$ cat config.mk
export PLATFORM = sky130hd
export DESIGN_NAME = mem_access_unit
export DESIGN_NICKNAME = d
export VERILOG_FILES = /design/src/rtl/mem_access_unit_pkg.sv /design/src/rtl/mem_access_unit_timeout_ctr.sv /design/src/rtl/mem_access_unit.sv
export SDC_FILE = /design/constraint.sdc
export NUM_CORES = 1
export LEC_CHECK = 0
export BUFFER_PORTS_ARGS = -buffer_cell sky130_fd_sc_hd__buf_4
export CAP_MARGIN = 10
export CORE_MARGIN = 3
export CORE_UTILIZATION = 45
export DETAILED_ROUTE_END_ITERATION = 7
export GPL_TIMING_DRIVEN = 0
export PLACE_DENSITY_LB_ADDON = 0.15
export REMOVE_ABC_BUFFERS = 1
export SLEW_MARGIN = 20
export SYNTH_ARGS = -nofsm -noshare
export SYNTH_HDL_FRONTEND = slang
export SYNTH_SLANG_ARGS = --single-unit
$ cat constraint.sdc
create_clock -name clk -period 2.2 [get_ports clk]
set_clock_uncertainty 0.1 [all_clocks]
set_input_delay 0.11 -clock clk [delete_from_list [all_inputs] [get_ports clk]]
set_output_delay 0.11 -clock clk [all_outputs]
set_load 0.01 [all_outputs]
$ cat src/rtl/mem_access_unit_pkg.sv
// Shared types and constants for the memory access unit.
package mem_access_unit_pkg;

    // Memory access sequencer states.
    typedef enum logic [1:0] {
        MEM_IDLE  = 2'd0,
        MEM_BUSY  = 2'd1,
        MEM_DONE  = 2'd2,
        MEM_FAULT = 2'd3
    } mem_st_e;

    // Word accesses only: both low address bits must be zero.
    localparam logic [1:0] ADDR_ALIGN_MASK = 2'b11;

    function automatic logic is_misaligned(input logic [1:0] addr_lsb);
        return (addr_lsb & ADDR_ALIGN_MASK) != 2'b00;
    endfunction

endpackage

$ cat src/rtl/mem_access_unit_timeout_ctr.sv
// Saturating BUSY-cycle counter; flags the last cycle allowed before a bus timeout.
module mem_timeout_ctr #(
    parameter int TIMEOUT = 255
) (
    input  logic clk,
    input  logic reset,
    input  logic clr,
    input  logic en,
    output logic expired
);

    localparam int CW = $clog2(TIMEOUT + 1);
    localparam logic [CW-1:0] CNT_LAST = CW'(TIMEOUT - 1);
    localparam logic [CW-1:0] CNT_MAX  = CW'(TIMEOUT);

    logic [CW-1:0] cnt;

    // Count enabled cycles, clearing on request and holding at TIMEOUT so it never wraps.
    always_ff @(posedge clk) begin
        if (reset || clr) begin
            cnt <= '0;
        end else if (en && (cnt != CNT_MAX)) begin
            cnt <= cnt + 1'b1;
        end
    end

    assign expired = (cnt == CNT_LAST);

endmodule

$ cat src/rtl/mem_access_unit.sv
// Converts the controller's single-cycle memory intent into a req/ack bus
// transaction, stalls the controller until it completes, and owns the
// instruction and memory data registers.
//
// state     | meaning
// ----------+------------------------------------------------------------
// MEM_IDLE  | waiting for req_valid; stall follows req_valid directly
// MEM_BUSY  | bus_req asserted, waiting for bus_ack or timeout
// MEM_DONE  | one-cycle done pulse, controller advances on this edge
// MEM_FAULT | misalign, bus error or timeout; sticky until reset
module mem_access_unit
    import mem_access_unit_pkg::*;
#(
    parameter int ADDR_W  = 32,
    parameter int DATA_W  = 32,
    parameter int TIMEOUT = 255
) (
    input  logic              clk,
    input  logic              reset,
    input  logic              req_valid,
    input  logic              req_write,
    input  logic              i_or_d,
    input  logic [ADDR_W-1:0] pc,
    input  logic [ADDR_W-1:0] alu_out,
    input  logic [DATA_W-1:0] wdata,
    output logic              stall,
    output logic              done,
    output logic              fault,
    output logic [DATA_W-1:0] instr,
    output logic [DATA_W-1:0] mdr,
    output logic              bus_req,
    output logic              bus_we,
    output logic [ADDR_W-1:0] bus_addr,
    output logic [DATA_W-1:0] bus_wdata,
    input  logic              bus_ack,
    input  logic              bus_err,
    input  logic [DATA_W-1:0] bus_rdata
);

    mem_st_e           state;
    mem_st_e           state_next;
    logic [ADDR_W-1:0] addr_q;
    logic [DATA_W-1:0] wdata_q;
    logic              we_q;
    logic              sel_q;
    logic [ADDR_W-1:0] req_addr;
    logic              accept;
    logic              capture;
    logic              cnt_clr;
    logic              cnt_en;
    logic              expired;

    mem_timeout_ctr #(
        .TIMEOUT(TIMEOUT)
    ) u_timeout_ctr (
        .clk    (clk),
        .reset  (reset),
        .clr    (cnt_clr),
        .en     (cnt_en),
        .expired(expired)
    );

    // State register, request latches and the instruction / data registers.
    always_ff @(posedge clk) begin
        if (reset) begin
            state   <= MEM_IDLE;
            addr_q  <= '0;
            wdata_q <= '0;
            we_q    <= 1'b0;
            sel_q   <= 1'b0;
            instr   <= '0;
            mdr     <= '0;
        end else begin
            state <= state_next;
            if (accept) begin
                addr_q  <= req_addr;
                wdata_q <= wdata;
                we_q    <= req_write;
                sel_q   <= i_or_d;
            end
            if (capture) begin
                if (sel_q) begin
                    mdr <= bus_rdata;
                end else begin
                    instr <= bus_rdata;
                end
            end
        end
    end

    // Next-state and output decode; stall in IDLE is combinational so the
    // controller holds in the same cycle it raises its request.
    always_comb begin
        state_next = state;
        stall      = 1'b0;
        done       = 1'b0;
        fault      = 1'b0;
        bus_req    = 1'b0;
        accept     = 1'b0;
        capture    = 1'b0;
        cnt_clr    = 1'b0;
        cnt_en     = 1'b0;
        req_addr   = i_or_d ? alu_out : pc;
        unique case (state)
            MEM_IDLE: begin
                stall = req_valid;
                if (req_valid) begin
                    accept     = 1'b1;
                    cnt_clr    = 1'b1;
                    state_next = is_misaligned(req_addr[1:0]) ? MEM_FAULT : MEM_BUSY;
                end
            end
            MEM_BUSY: begin
                bus_req = 1'b1;
                stall   = 1'b1;
                cnt_en  = 1'b1;
                if (bus_ack) begin
                    capture    = !bus_err && !we_q;
                    state_next = bus_err ? MEM_FAULT : MEM_DONE;
                end else if (expired) begin
                    state_next = MEM_FAULT;
                end
            end
            MEM_DONE: begin
                done       = 1'b1;
                state_next = MEM_IDLE;
            end
            MEM_FAULT: begin
                fault = 1'b1;
                stall = 1'b1;
            end
            default: state_next = MEM_IDLE;
        endcase
    end

    assign bus_addr  = addr_q;
    assign bus_wdata = wdata_q;
    assign bus_we    = (state == MEM_BUSY) && we_q;

endmodule

-- Word level (Yosys, flattened, before mapping)
Cells that the tools add are included.
- output and inout port bits: 133
- word-level logic and storage cells: 45
- register bits after elaboration: 140
- bitwise logic cells: 1
- equal/unequal tests: 7
- reduce and logical (&&, ||, !) cells: 13
- $add $sub $neg: 1
- multiplexer cells: 15
- operator list (kind ; number):
    two-way mux 32 bit ; 1
    adder 8 x 1 -> 8 bit (second input constant) ; 1
    == test 8 bit (second input constant) ; 1
    two-way mux 1 bit ; 8
    two-way mux 2 bit ; 4
    inequality test 8 bit (second input constant) ; 1
    one-hot mux 2 bit (3 select lines) ; 1
    == test 2 bit (second input constant) ; 2
    AND reduction 2 bit ; 2
    logical AND 1 bit ; 3
    inequality test 3 bit (second input constant) ; 1
    AND reduction 3 bit ; 1
    nonzero test 3 bit ; 1
    == test 2 x 1 -> 1 bit (second input constant) ; 1
    zero test 1 bit ; 2
    zero test 2 bit ; 1
    inequality test 2 bit (second input constant) ; 1
    one-hot mux 1 bit (2 select lines) ; 1
    nonzero test 2 bit ; 1
    OR reduction 2 bit ; 1
    logical OR 1 bit ; 1
    inverter 1 bit ; 1

-- Logic depth before layout (Yosys ltp)
Gate-level depths: netlist of run 1.
- depth after elaboration: 5
- depth in mapped cells: 8

-- Modules after synthesis
Synthesis of run 1 repeated with hierarchy kept, for this count alone.
- cells, all modules: 648
- area total of the unflattened synthesis: 5450.2 um2
- by module, submodules not included (module ; area an instance (um2) ; seq. area each (um2) ; cells each ; instances):
    mem_access_unit ; 5001.0 ; 2642.5 ; 598 ; 1
    mem_timeout_ctr ; 449.2 ; 160.2 ; 50 ; 1

-- Worst setup path before layout of run 1
Ideal clock, no wire load.
- kind: reg2reg
- start point: reg state[1]
- end point: reg state[1]
- stages on the path, launching flop included: 7
- setup slack: 271 ps
- required time: 1979 ps
- library setup time: 121 ps
- arrival time: 1708 ps
- cell sequence: dfxtp_1 > inv_1 > ha_1 > inv_2 > nor3_1 > or4_4 > mux2_4
- cells in the longest elaborated chain, start to end: 3
- ends and longest elaborated chain (what ; line ; source):
    start: declaration ; mem_access_unit.sv:40 ; mem_st_e state;
    start signal: assignment ; mem_access_unit.sv:74 ; state <= state_next;
    == test 2 x 1 -> 1 bit, or another cell as far along ; mem_access_unit.sv:104 ; unique case (state)
    inequality test 3 bit (no line), or another cell as far along ; n/a ;
    AND reduction 3 bit (no line) ; n/a ;
Several ways; a longest one is shown, not always the timed one.
A chain may end at the register's enable or synchronous reset.

-- Worst setup path in the final report of run 1
- start point: reg state[1]
- end point: reg instr[18]
- cells in the longest elaborated chain, start to end: 3
- ends and longest elaborated chain (what ; line ; source):
    == test 2 x 1 -> 1 bit ; mem_access_unit.sv:104 ;
    two-way mux 1 bit ; mem_access_unit.sv:104 ;
    AND reduction 2 bit (no line) ; n/a ;
    end signal: assignment ; mem_access_unit.sv:85 ; instr <= bus_rdata;
    end: declaration ; mem_access_unit.sv:29 ; output logic [DATA_W-1:0] instr,
No other way between the ends.

==> results of run 1 <==
-- per-stage QoR --
stage	hold WS [ns]	instances	worst slack, ns	cell area, um2
floorplan	0.0791	530	-1.57	4980
global placement	0.221	937	-3.04	7160
detailed placement	0.223	943	-0.170	7300
CTS	0.0686	1102	0.0583	9210
global route	0.108	1105	0.0137	9220
finish	0.0835	1106	0.111	9230
-- final cells by class --
type,instances,area [um2],share of cell area
inverters,5,18.8,0.00203
diodes,2,5.00,0.000542
clock buffers,24,492,0.0533
clock inverters,6,110,0.0119
well taps,140,175,0.0190
flip-flops and latches,140,2800,0.304
multi-input cells,385,2200,0.239
repair buffers,404,3420,0.370
-- logic make-up after synthesis --
| logic type | after synthesis |
|---|---|
| adders and majority gates | 7 |
| muxes | 34 |
| DFF | 140 |
| xor gates and xnor gates | 1 |
| AOI/OAI and AO/OA | 147 |
| and+or+nand+nor | 196 |
| buffers and inverters | 45 |
-- flip-flops by register name (all words and copies together) (netlist names) --
register           flops
bus_addr              32
bus_wdata             32
instr                 32
mdr                   32
u_timeout_ctr.cnt      8
state                  2
sel_q                  1
we_q                   1
-- cells in the final DEF (no fill, tap or decap), drive strengths merged, types with 4 or more instances in the layout --
cell | Yosys | layout
nand2 | 163 | 163
buf | 20 | 275
inv | 5 | 5
dfxtp | 140 | 140
clkbuf | 20 | 24
o21ai | 35 | 35
mux2i | 33 | 33
nor3 | 4 | 4
dlygate4sd3 | 0 | 129
ha | 7 | 7
a22o | 34 | 34
nor2 | 5 | 5
a21oi | 70 | 70
and3 | 4 | 4
-- repair_timing --
action	4_1_cts	5_1_grt
pin swaps	0	2
gates resized for setup	3	0
hold buffers	129	0
buffers inserted	0	2
hold endpoints to repair	129	0
setup endpoints to repair	64	7
-- path summary, 6_finish.rpt --
path / startpoint / to / slack [ns] / depth (start not counted)
worst min register to register: instr[2]$_SDFFE_PP0P_ / instr[2]$_SDFFE_PP0P_ / 0.35 / 2
worst max-delay path: state[1]$_SDFFE_PP0P_ / instr[18]$_SDFFE_PP0P_ / 0.11 / 8
worst max register to register: state[1]$_SDFFE_PP0P_ / instr[18]$_SDFFE_PP0P_ / 0.11 / 8
worst min-delay path: req_valid / bus_addr[3]$_SDFFE_PP0P_ / 0.08 / 4
-- critical path, delay by kind of cell, from the launching register on --
family	cells	cell delay [ns]
buf+inv	3	0.50
simple gates	3	0.61
flops	1	0.34
fa+ha+maj	1	0.29
compound gates	1	0.15
-- routing by layer --
layer	routed length (um)	vias up
li1	-	2717
met1	7210	2711
met2	10000	342
met3	1830	96
met4	1250	0
met5	0	-
-- power by group --
| part | internal [mW] | leakage [nW] | switching [mW] |
|---|---|---|---|
| Combinational | 0.999 | 2.66 | 0.914 |
| Sequential | 2.83 | 1.14 | 0.211 |
| Clock | 1.89 | 0.288 | 1.02 |
| Total | 5.72 | 4.09 | 2.14 |
==> results by group, run 1 <==
Outcome
  – Status: finished clean

Clock network
  – CTS H-tree depth: 4
  – CTS tree: built
  – Worst-path clk slew: ~0.060 ns
  – Clock sink total: 140
  – Root Buffer: clkbuf_16
  – Cts bufs inserted: 17
  – Clock Tree Buf Depth: 2
  – Clock Latency Late Sink: a little over 0.4 ns

Placement
  – Dpl hpwl: around 12 mm
  – RePlAce Congestion: 0.813
  – Port-buffer cells: ~270

Die
  – Placeable core area: ~11,000 um2
  – Die X: 113 um
  – Cell row count: 38
  – Die Y: ~110 um
  – Die ar.: 12,800 um2
  – Initial Utilization: 0.468
  – I/O Pins: roughly 270

Setup path
  – Worst Setup End Kind: flop
  – Slowest-stage cell, CP: dfxtp_1
  – Req. time, crit path: around 2.4 ns
  – Crit Path Category: flop to flop
  – CP peak stage delay: between 0.3 and 0.4 ns
  – CP Max Fanout: 17
  – Worst setup SP type: flop
  – Crit path cell chain: inv_1 > ha_2 > nand3b_2 > nor3_4 > buf_8 > buf_6 > nand2_1 > a21oi_1
  – Arr. time, crit path: 2.31 ns

Yosys
  – Post-synthesis mux area share: 0.0669
  – Netlist cell types: around 40
  – Synth Warn #: 0
  – Seq/Total Area, Yosys: 0.543
  – Mean area per synthesized cell: between 9 and 10 um2
  – Syn Std Cell Area: around 5200 um2
  – Post-synth EDFFs: 0
  – Area contributors post-synth: dfxtp_1 (54%), nand2_1 (12%), a21oi_1 (6.8%)
  – Top cell type's share of synthesized area: 0.543
  – Adder-Cell Fraction of Synth Area: 0.0170
  – Synth Area in Compound Gates: 0.172
  – Ys async rst share: 0
  – Post-synth top flop: dfxtp_1
  – Main combinational cell family by area after synthesis: compound AO/OA/AOI/OAI gates
  – Simple logic cell fraction of the synthesized area: 0.162
  – Yosys top cell by area: dfxtp_1
  – Synth cell count leaders: nand2_1 (163), dfxtp_1 (140), a21oi_1 (70)
  – Syn Inst Count: 570
  – Cell with the most instances after synthesis: nand2_1
  – Post-synthesis xor/xnor area fraction: 0.00170
  – #FFs+latches synth: 140

Route
  – Residual DRC: 0
  – DR pass1 iterations: 5
  – Vias/cell: about 5.3
  – Routed wire per std cell: 18.4 um
  – DRT antenna net count: 0
  – Vias: 5,866
  – Initial drt markers: ~400
  – Post-Route WL: about 20 mm

Min path
  – Hold WC Path Type: input pin to flop

Power
  – Tot Pwr: roughly 7.9 mW
  – Lkg Pwr: 4.09 nW
  – Pwr dens: between 800 and 900 nW/um2
  – Peak VDD IR: ~0.55 mV

Run
  – Max-Cap Viols: 0

GRT
  – Grt met1 use: 0.316
  – Met3 Use GR: 0.103
  – Gr busiest metal: met2
  – GRT Util Overall: 0.307
  – Pin count of the biggest net entering global routing: 73
  – Met2 usage: 0.531
  – Initial antenna violation count: 1
  – Grt total ovfl: 0
  – Global-route wire length before repair: 30.8 mm
  – Vias in the first global route: approximately 6,100

Timing
  – Min Tclk post-route: between 2 and 2.5 ns
  – RSZ-0062 raised after global routing: no
  – Worst Tran Pin Value: 0.798 ns
  – Final period utilization: 0.950
  – Max-slew headroom: 0.466
  – Slew Viols, Final: 0
  – FMAX: between 400 and 500 MHz
  – TNS Setup: 0 ns
  – Setup violators final: 0
  – Final hold violations: 0

Cells and area
  – FILL cells: 588
  – Synthesis-to-finish area growth: 78.7%
  – Fin util: 0.836
  – Proportion of layout cells with a drive suffix above 1: 0.329
  – Final Net Count: between 1,000 and 1,500
(Power assumes the default switching activity.)
==> inputs of run 2 (changes only) <==
--- a/config.mk
+++ b/config.mk
@@ -6,9 +6,9 @@
 export NUM_CORES = 1
 export LEC_CHECK = 0
-export BUFFER_PORTS_ARGS = -buffer_cell sky130_fd_sc_hd__buf_4
 export CAP_MARGIN = 10
-export CORE_MARGIN = 3
-export CORE_UTILIZATION = 45
+export CORE_AREA = 3 3 104 106
 export DETAILED_ROUTE_END_ITERATION = 7
+export DIE_AREA = 0 0 107 109
+export DONT_BUFFER_PORTS = 1
 export GPL_TIMING_DRIVEN = 0
 export PLACE_DENSITY_LB_ADDON = 0.15
==> constraint.sdc (replaced) <==
create_clock -name clk -period 2.2 [get_ports clk]
set_clock_uncertainty 0.1 [all_clocks]
set_input_delay 0.11 -clock clk [delete_from_list [all_inputs] [get_ports clk]]
set_output_delay 0.11 -clock clk [all_outputs]
set_load 0.02 [all_outputs]
==> run 2 against run 1 <==
Effect of this change:
- global-route usage down 2.6 points
- count of clock-buffer cells in the layout is 6 lower
- total power down 7.4%
- core utilization decreased by 9.6 points
- wire length decreased by 17%
- fmax is essentially flat
- via count fell by 20%
==> results by group, run 2 (synthesis results as in run 1) <==
Setup path
  – Worst setup SP type: flop
  – Reg2Reg Setup Slack: 0.14 ns (+0.03 ns)
  – Worst reg2reg path endpoint: bus_addr[14]$_SDFFE_PP0P_
  – Crit Path Category: flop to primary output
  – Arr. time, crit path: 1.88 ns (-0.43 ns)
  – Worst Reg-to-Reg Cells: 5 (-3)
  – Req. time, crit path: 1.99 ns (-0.43 ns)
  – CP Max Fanout: 4 (-13)
  – Worst Setup End Kind: primary output
  – FF-to-FF Start: state[0]$_SDFFE_PP0P_

Timing
  – Worst Tran Pin Value: 0.777 ns (-0.0215 ns)
  – Final worst slack: 0.109 ns (-0.00191 ns)
  – Slew Viols, Final: 0 (unchanged)
  – TNS Setup: 0 ns (unchanged)
  – Max-slew headroom: 0.481 (+0.0144)
  – FMAX: 478 MHz (about the same)
  – Final period utilization: 0.951 (about the same)
  – Final hold violations: 0 (unchanged)
  – Min Tclk post-route: 2.09 ns (+0.00191 ns)
  – Setup violators final: 0 (unchanged)
  – RSZ-0062 raised after global routing: no

Route
  – Vias/cell: 5.62 (+5.9%)
  – Routed wire per std cell: 20.1 um (+9.3%)
  – DR pass1 iterations: 5 (unchanged)
  – DRT antenna net count: 0 (unchanged)
  – Post-Route WL: 16.9 mm (-17%)
  – Initial drt markers: 356 (-9.2%)
  – Residual DRC: 0 (unchanged)
  – Vias: 4,718 (-20%)

Clock network
  – Clock Tree Buf Depth: 2 (unchanged)
  – Clock Latency Late Sink: 0.50 ns (+0.09 ns)
  – Worst-path clk slew: 0.06 ns (about the same)
  – Cts bufs inserted: 17 (unchanged)
  – CTS H-tree depth: 4 (unchanged)
  – Root Buffer: clkbuf_8
  – CTS tree: built
  – Clock sink total: 140 (unchanged)

Cells and area
  – Commonest non-fill, non-tap cells in the layout: nand2_1 (163), dfxtp_1 (140), dlygate4sd3_1 (134)
  – Layout Cells excl Fill: 840 (-24%)
  – Most common cell after layout, fill and taps aside: nand2_1
  – Fin util: 0.740 (-0.0959)
  – Final instance area: 7300 um2 (-21%)
  – Final Net Count: 836 (-24%)
  – # diodes: 0 (-2)
  – Proportion of layout cells with a drive suffix above 1: 0.0806 (-0.248)
  – FILL cells: 643 (+9.4%)
  – Synthesis-to-finish area growth: 41.5%

GRT
  – Global-route wire length before repair: 25.4 mm (-18%)
  – Initial antenna violation count: 0 (-1)
  – Vias in the first global route: 4,824 (-21%)
  – Grt total ovfl: 0 (unchanged)
  – Pin count of the biggest net entering global routing: 72 (-1.4%)
  – GRT Util Overall: 0.281 (-0.0264)

Die
  – Die Y: 109 um (-3.6%)
  – Die ar.: 11,700 um2 (-8.9%)
  – Placeable core area: 9860 um2 (-11%)
  – I/O Pins: 268 (unchanged)
  – Die X: 107 um (-5.4%)
  – Cell row count: 36 (-5.3%)
  – Initial Utilization: 0.523 (+0.0553)

Placement
  – Port-buffer cells: 0 (-100%)
  – Worst Setup Slack post-DPL: -0.296 ns (-0.125 ns)
  – Placed instance area: 5280 um2 (-28%)
  – Dpl hpwl: 9.99 mm (-16%)
  – Inst Count DP: 668 (-29%)
  – RePlAce Congestion: 0.762 (-6.2%)

Power
  – Pwr dens: 996 nW/um2 (+17%)
  – Peak VDD IR: 0.625 mV (+14%)
  – Lkg Pwr: 2.76 nW (-32%)

Outcome
  – Status: finished clean

Min path
  – Hold wc startpoint: i_or_d
  – Hold endpoint: state[1]$_SDFFE_PP0P_
  – Hold WC Path Type: input pin to flop
  – WHS Path Cells: 3 (-1)

Run
  – Max-Cap Viols: 0 (unchanged)
run 2: worst max-delay path, cell delays in order, from the launching register on:
cell and delay, ns:
dfxtp_1 0.35, inv_1 0.15, ha_1 0.27, nand2_1 0.19, a21oi_1 0.44
run 2: per-layer routing:
metal / routed length (um) / track usage / up-vias
li1: - / - / 2203
met1: 5920 / 0.300 / 2229
met2: 8860 / 0.503 / 245
met3: 1640 / 0.102 / 41
met4: 458 / 0.116 / 0
met5: 0 / 0 / -
run 2: how the worst max path moves through the flow:
stage | start | to | cells after the start
2_1_floorplan | state[0]$_SDFFE_PP0P_ | u_timeout_ctr.cnt[4]$_SDFFE_PP0P_ | 5
3_3_place_gp | state[0]$_SDFFE_PP0P_ | u_timeout_ctr.cnt[4]$_SDFFE_PP0P_ | 5
3_5_place_dp | state[1]$_SDFFE_PP0P_ | mdr[7]$_SDFFE_PP0P_ | 7
4_1_cts | state[1]$_SDFFE_PP0P_ | instr[3]$_SDFFE_PP0P_ | 8
5_1_grt | state[1]$_SDFFE_PP0P_ | stall | 4
6_report | state[1]$_SDFFE_PP0P_ | stall | 4
run 2: cell type report:
| cell class | count | area (um2) | area share |
|---|---|---|---|
| Sequential cell | 140 | 2800 | 0.384 |
| Multi-Input combinational cell | 385 | 2210 | 0.303 |
| Timing Repair Buffer | 145 | 1530 | 0.210 |
| Clock buffer | 18 | 418 | 0.0572 |
| Tap cell | 133 | 166 | 0.0228 |
| Clock inverter | 14 | 153 | 0.0209 |
| Inverter | 5 | 18.8 | 0.00257 |
run 2: stage by stage:
step	total power [mW]	hold WS, ns
2_1_floorplan	3.95	0.0791
3_3_place_gp	4.15	0.0848
3_5_place_dp	4.26	0.0882
4_1_cts	7.26	0.136
5_1_grt	7.57	0.166
6_report	7.28	0.179
run 2: repair_timing:
| item | 4_1_cts | 5_1_grt |
|---|---|---|
| setup endpoints to repair | 64 | 44 |
| endpoints found under the hold margin | 140 | 0 |
| cloned | 0 | 0 |
| hold buffers | 136 | 0 |
| pin swaps | 1 | 1 |
| resized for setup | 3 | 1 |
| setup buffers | 3 | 1 |
run 2: power breakdown:
group	internal (mW)	total (mW)	switching (mW)	leakage (nW)
combinational	0.558	1.17	0.614	1.35
sequential	2.82	3.39	0.562	1.14
clock	1.55	2.72	1.17	0.270
total	4.93	7.28	2.35	2.76
==> inputs of run 3 (changes only) <==
Clock period 2.2 ns to 2.66 ns, I/O delays scaled along.
==> run 3 against run 2 <==
Effect of this change:
- the flow now stops in 4_1_cts
- area after synthesis unchanged
- synthesized cell count unchanged
==> results by group, run 3 <==
Yosys
  – Syn Inst Count: 570 (unchanged)
  – Cell with the most instances after synthesis: nand2_1
  – Post-synth EDFFs: 0 (unchanged)
  – Synth Warn #: 0 (unchanged)
  – Seq/Total Area, Yosys: 0.543 (unchanged)
  – Top cell type's share of synthesized area: 0.543 (unchanged)
  – #FFs+latches synth: 140 (unchanged)
  – Post-synth top flop: dfxtp_1
  – Area contributors post-synth: dfxtp_1 (54%), nand2_1 (12%), a21oi_1 (6.8%)
  – Ys async rst share: 0 (unchanged)
  – Syn Std Cell Area: 5160 um2 (unchanged)
  – Yosys top cell by area: dfxtp_1
  – Synth cell count leaders: nand2_1 (163), dfxtp_1 (140), a21oi_1 (70)
  – Mean area per synthesized cell: 9.06 um2 (unchanged)
  – Netlist cell types: 41 (unchanged)

Placement
  – RePlAce Congestion: 0.762 (unchanged)
  – Worst Setup Slack post-DPL: 0.164 ns (+0.460 ns)
  – Placed instance area: 5280 um2 (unchanged)
  – Dpl hpwl: 9.99 mm (unchanged)
  – Port-buffer cells: 0 (unchanged)

Die
  – Die X: 107 um (unchanged)
  – Die Y: 109 um (unchanged)
  – Cell row count: 36 (unchanged)
  – I/O Pins: 268 (unchanged)
  – Initial Utilization: 0.523 (unchanged)

Clock network
  – Clock Tree Buf Depth: 2 (unchanged)
  – Clock sink total: 140 (unchanged)
  – CTS H-tree depth: 4 (unchanged)
  – Post-cts resize count: 0 (-3)
  – Post-CTS Repair Setup Buffers: 0 (-3)
  – Root Buffer: clkbuf_8
  – Cts bufs inserted: 17 (unchanged)
  – Hold buffers post-CTS: 141 (+3.7%)

Outcome
  – Failed at: 4_1_cts
  – Status: did not finish
  – Error Message: [ERROR RSZ-0060] Max buffer count reached.
[run 3: cell counts after synthesis]
Identical to the previous run, type by type.
[run 3: kinds of logic after synthesis]
family | count (synthesis) | synth area share
compound gates | 147 | 0.172
xor+xnor | 1 | 0.00170
fa+ha+maj | 7 | 0.0170
buf+inv | 45 | 0.0383
flops | 140 | 0.543
mux | 34 | 0.0669
simple gates | 196 | 0.162
[run 3: stage by stage]
stage | cells | hold slack, ns
detailed placement | 668 | 0.111
global placement | 663 | 0.108
floorplan | 530 | 0.102
==> inputs of run 4 (changes only) <==
Settings changed: CORE_AREA 3 3 104 106 to unset, CORE_MARGIN set to 3, CORE_UTILIZATION set to 40, DIE_AREA 0 0 107 109 to unset.
==> run 4 against run 3 <==
Effect of this change:
- the flow now finishes without violations
==> results by group, run 4 (synthesis results as in run 1) <==
Timing
  – Final hold violations: 0
  – Final worst slack: just over 0.3 ns
  – Slew Viols, Final: 0
  – Worst hold margin: approximately 0.02 ns
  – Final period utilization: 0.884
  – FMAX: around 430 MHz
  – Worst Tran Pin Value: a little under 0.8 ns
  – Min Tclk post-route: between 2 and 2.5 ns
  – Max-slew headroom: 0.477
  – RSZ-0062 raised after global routing: no
  – Setup violators final: 0
  – TNS Setup: 0 ns

Setup path
  – Crit path max-delay family: buffers and inverters
  – Arr. time, crit path: around 2.5 ns
  – Worst Setup End Kind: flop
  – Crit path buf inv count: 2
  – CP Max Fanout: 32
  – Req. time, crit path: around 2.9 ns
  – Crit path cell chain: inv_1 > ha_1 > nand2_1 > or2_4 > o21ai_0 > dlygate4sd3_1
  – Slowest-stage cell, CP: dlygate4sd3_1
  – CP peak stage delay: just over 0.6 ns
  – Crit Path Category: flop to flop
  – Worst setup SP type: flop

Cells and area
  – Commonest non-fill, non-tap cells in the layout: nand2_1 (163), dfxtp_1 (140), dlygate4sd3_1 (135)
  – Final Net Count: approximately 840
  – Synthesis-to-finish area growth: 42.8%
  – Proportion of layout cells with a drive suffix above 1: 0.0779
  – FILL cells: 1,016
  – Layout Cells excl Fill: around 900
  – Fin util: 0.599
  – Most common cell after layout, fill and taps aside: nand2_1
  – Final instance area: ~7400 um2

Route
  – Vias/cell: 5.36
  – Initial drt markers: roughly 300
  – Post-Route WL: 16.6 mm
  – DR pass1 iterations: 7
  – Vias: ~4,700
  – Routed wire per std cell: ~19 um
  – Residual DRC: 0
  – DRT antenna net count: 0

GRT
  – Pin count of the biggest net entering global routing: 72
  – GRT Util Overall: 0.226
  – Initial antenna violation count: 1
  – Vias in the first global route: about 4,800
  – Grt total ovfl: 0
  – Global-route wire length before repair: approximately 26 mm

Power
  – Net switching share of the total power: 0.300
  – Net switching power: 1.86 mW
  – Peak VDD IR: roughly 0.54 mV
  – Flop pwr share: 0.450
  – Pwr dens: approximately 840 nW/um2
  – Clock network power share: 0.397
  – Combinational share of power: 0.154
  – Power Internal: 4.35 mW
  – Lkg Pwr: around 2.8 nW
  – Tot Pwr: 6.21 mW

Clock network
  – CTS H-tree depth: 4 (unchanged)
  – Clock Tree Buf Depth: 2 (unchanged)
  – Clock Latency Late Sink: between 0.4 and 0.5 ns
  – CTS tree: built
  – Worst-path clk slew: about 0.060 ns
  – Cts bufs inserted: 17 (unchanged)
  – Clock sink total: 140 (unchanged)
  – Root Buffer: clkbuf_16

Run
  – Max-Cap Viols: 0

Die
  – I/O Pins: 268 (unchanged)
  – Die X: 120 um (+12%)
  – Initial Utilization: 0.419 (-0.104)
  – Die Y: 120 um (+9.7%)
  – Die ar.: between 10,000 and 15,000 um2
  – Placeable core area: approximately 12,000 um2
  – Cell row count: 40 (+11%)

Placement
  – Dpl hpwl: 10.1 mm (+1.5%)
  – Worst Setup Slack post-DPL: 0.105 ns (-0.0591 ns)
  – RePlAce Congestion: 0.782 (+2.6%)
  – Placed instance area: 5330 um2 (+0.90%)
  – Inst Count DP: 704 (+5.4%)
  – Port-buffer cells: 0 (unchanged)

Outcome
  – Status: finished clean

Min path
  – Hold WC Path Type: input pin to flop
run 4: worst reg2reg max path: stages, from the launching register on:
cell and delay [ns]:
dfxtp_1 0.40, inv_1 0.09, ha_1 0.25, nand2_1 0.21, or2_4 0.36, o21ai_0 0.21
dlygate4sd3_1 0.62
run 4: layout make-up:
type                       count  area [um2]  area share
multi-input combinational    385        2200       0.299
antenna                        1        2.50    0.000339
inverter                       5        18.8     0.00254
clock inverter                12         159      0.0215
clock buffer                  20         467      0.0633
sequential                   140        2800       0.380
timing repair buffer         144        1510       0.205
tap                          168         210      0.0285
run 4: repair_timing:
item / in CTS / in global routing
hold buffers: 137 / 0
endpoints found under the setup margin: 0 / 26
resized for setup: 0 / 3
setup buffers: 0 / 1
hold endpoints to repair: 137 / 0
run 4: power groups by stage:
| stage | Combinational [mW] | Sequential [mW] | Clock [mW] |
|---|---|---|---|
| floorplan | 0.507 | 2.76 | 0 |
| global placement | 0.622 | 2.83 | 0 |
| detailed placement | 0.701 | 2.83 | 0 |
| CTS | 0.933 | 2.79 | 2.51 |
| global route | 1.04 | 2.83 | 2.59 |
| finish | 0.955 | 2.79 | 2.46 |
run 4: final timing paths:
path                                                         from  slack, ns  cells after the start                                end
worst min register to register  u_timeout_ctr.cnt[4]$_SDFFE_PP0P_       0.40                      1  u_timeout_ctr.cnt[4]$_SDFFE_PP0P_
worst max register to register              state[0]$_SDFFE_PP0P_       0.31                      6          bus_addr[17]$_SDFFE_PP0P_
worst max-delay path                        state[0]$_SDFFE_PP0P_       0.31                      6          bus_addr[17]$_SDFFE_PP0P_
worst min-delay path                                      bus_ack       0.02                      3              state[0]$_SDFFE_PP0P_
run 4: layer usage:
layer | up-vias | share of wire | global-route usage
li1 | 2209 | - | -
met4 | 0 | 0.027 | 0.0952
met2 | 251 | 0.51 | 0.391
met1 | 2196 | 0.35 | 0.237
met5 | - | 0 | 0
met3 | 38 | 0.11 | 0.103
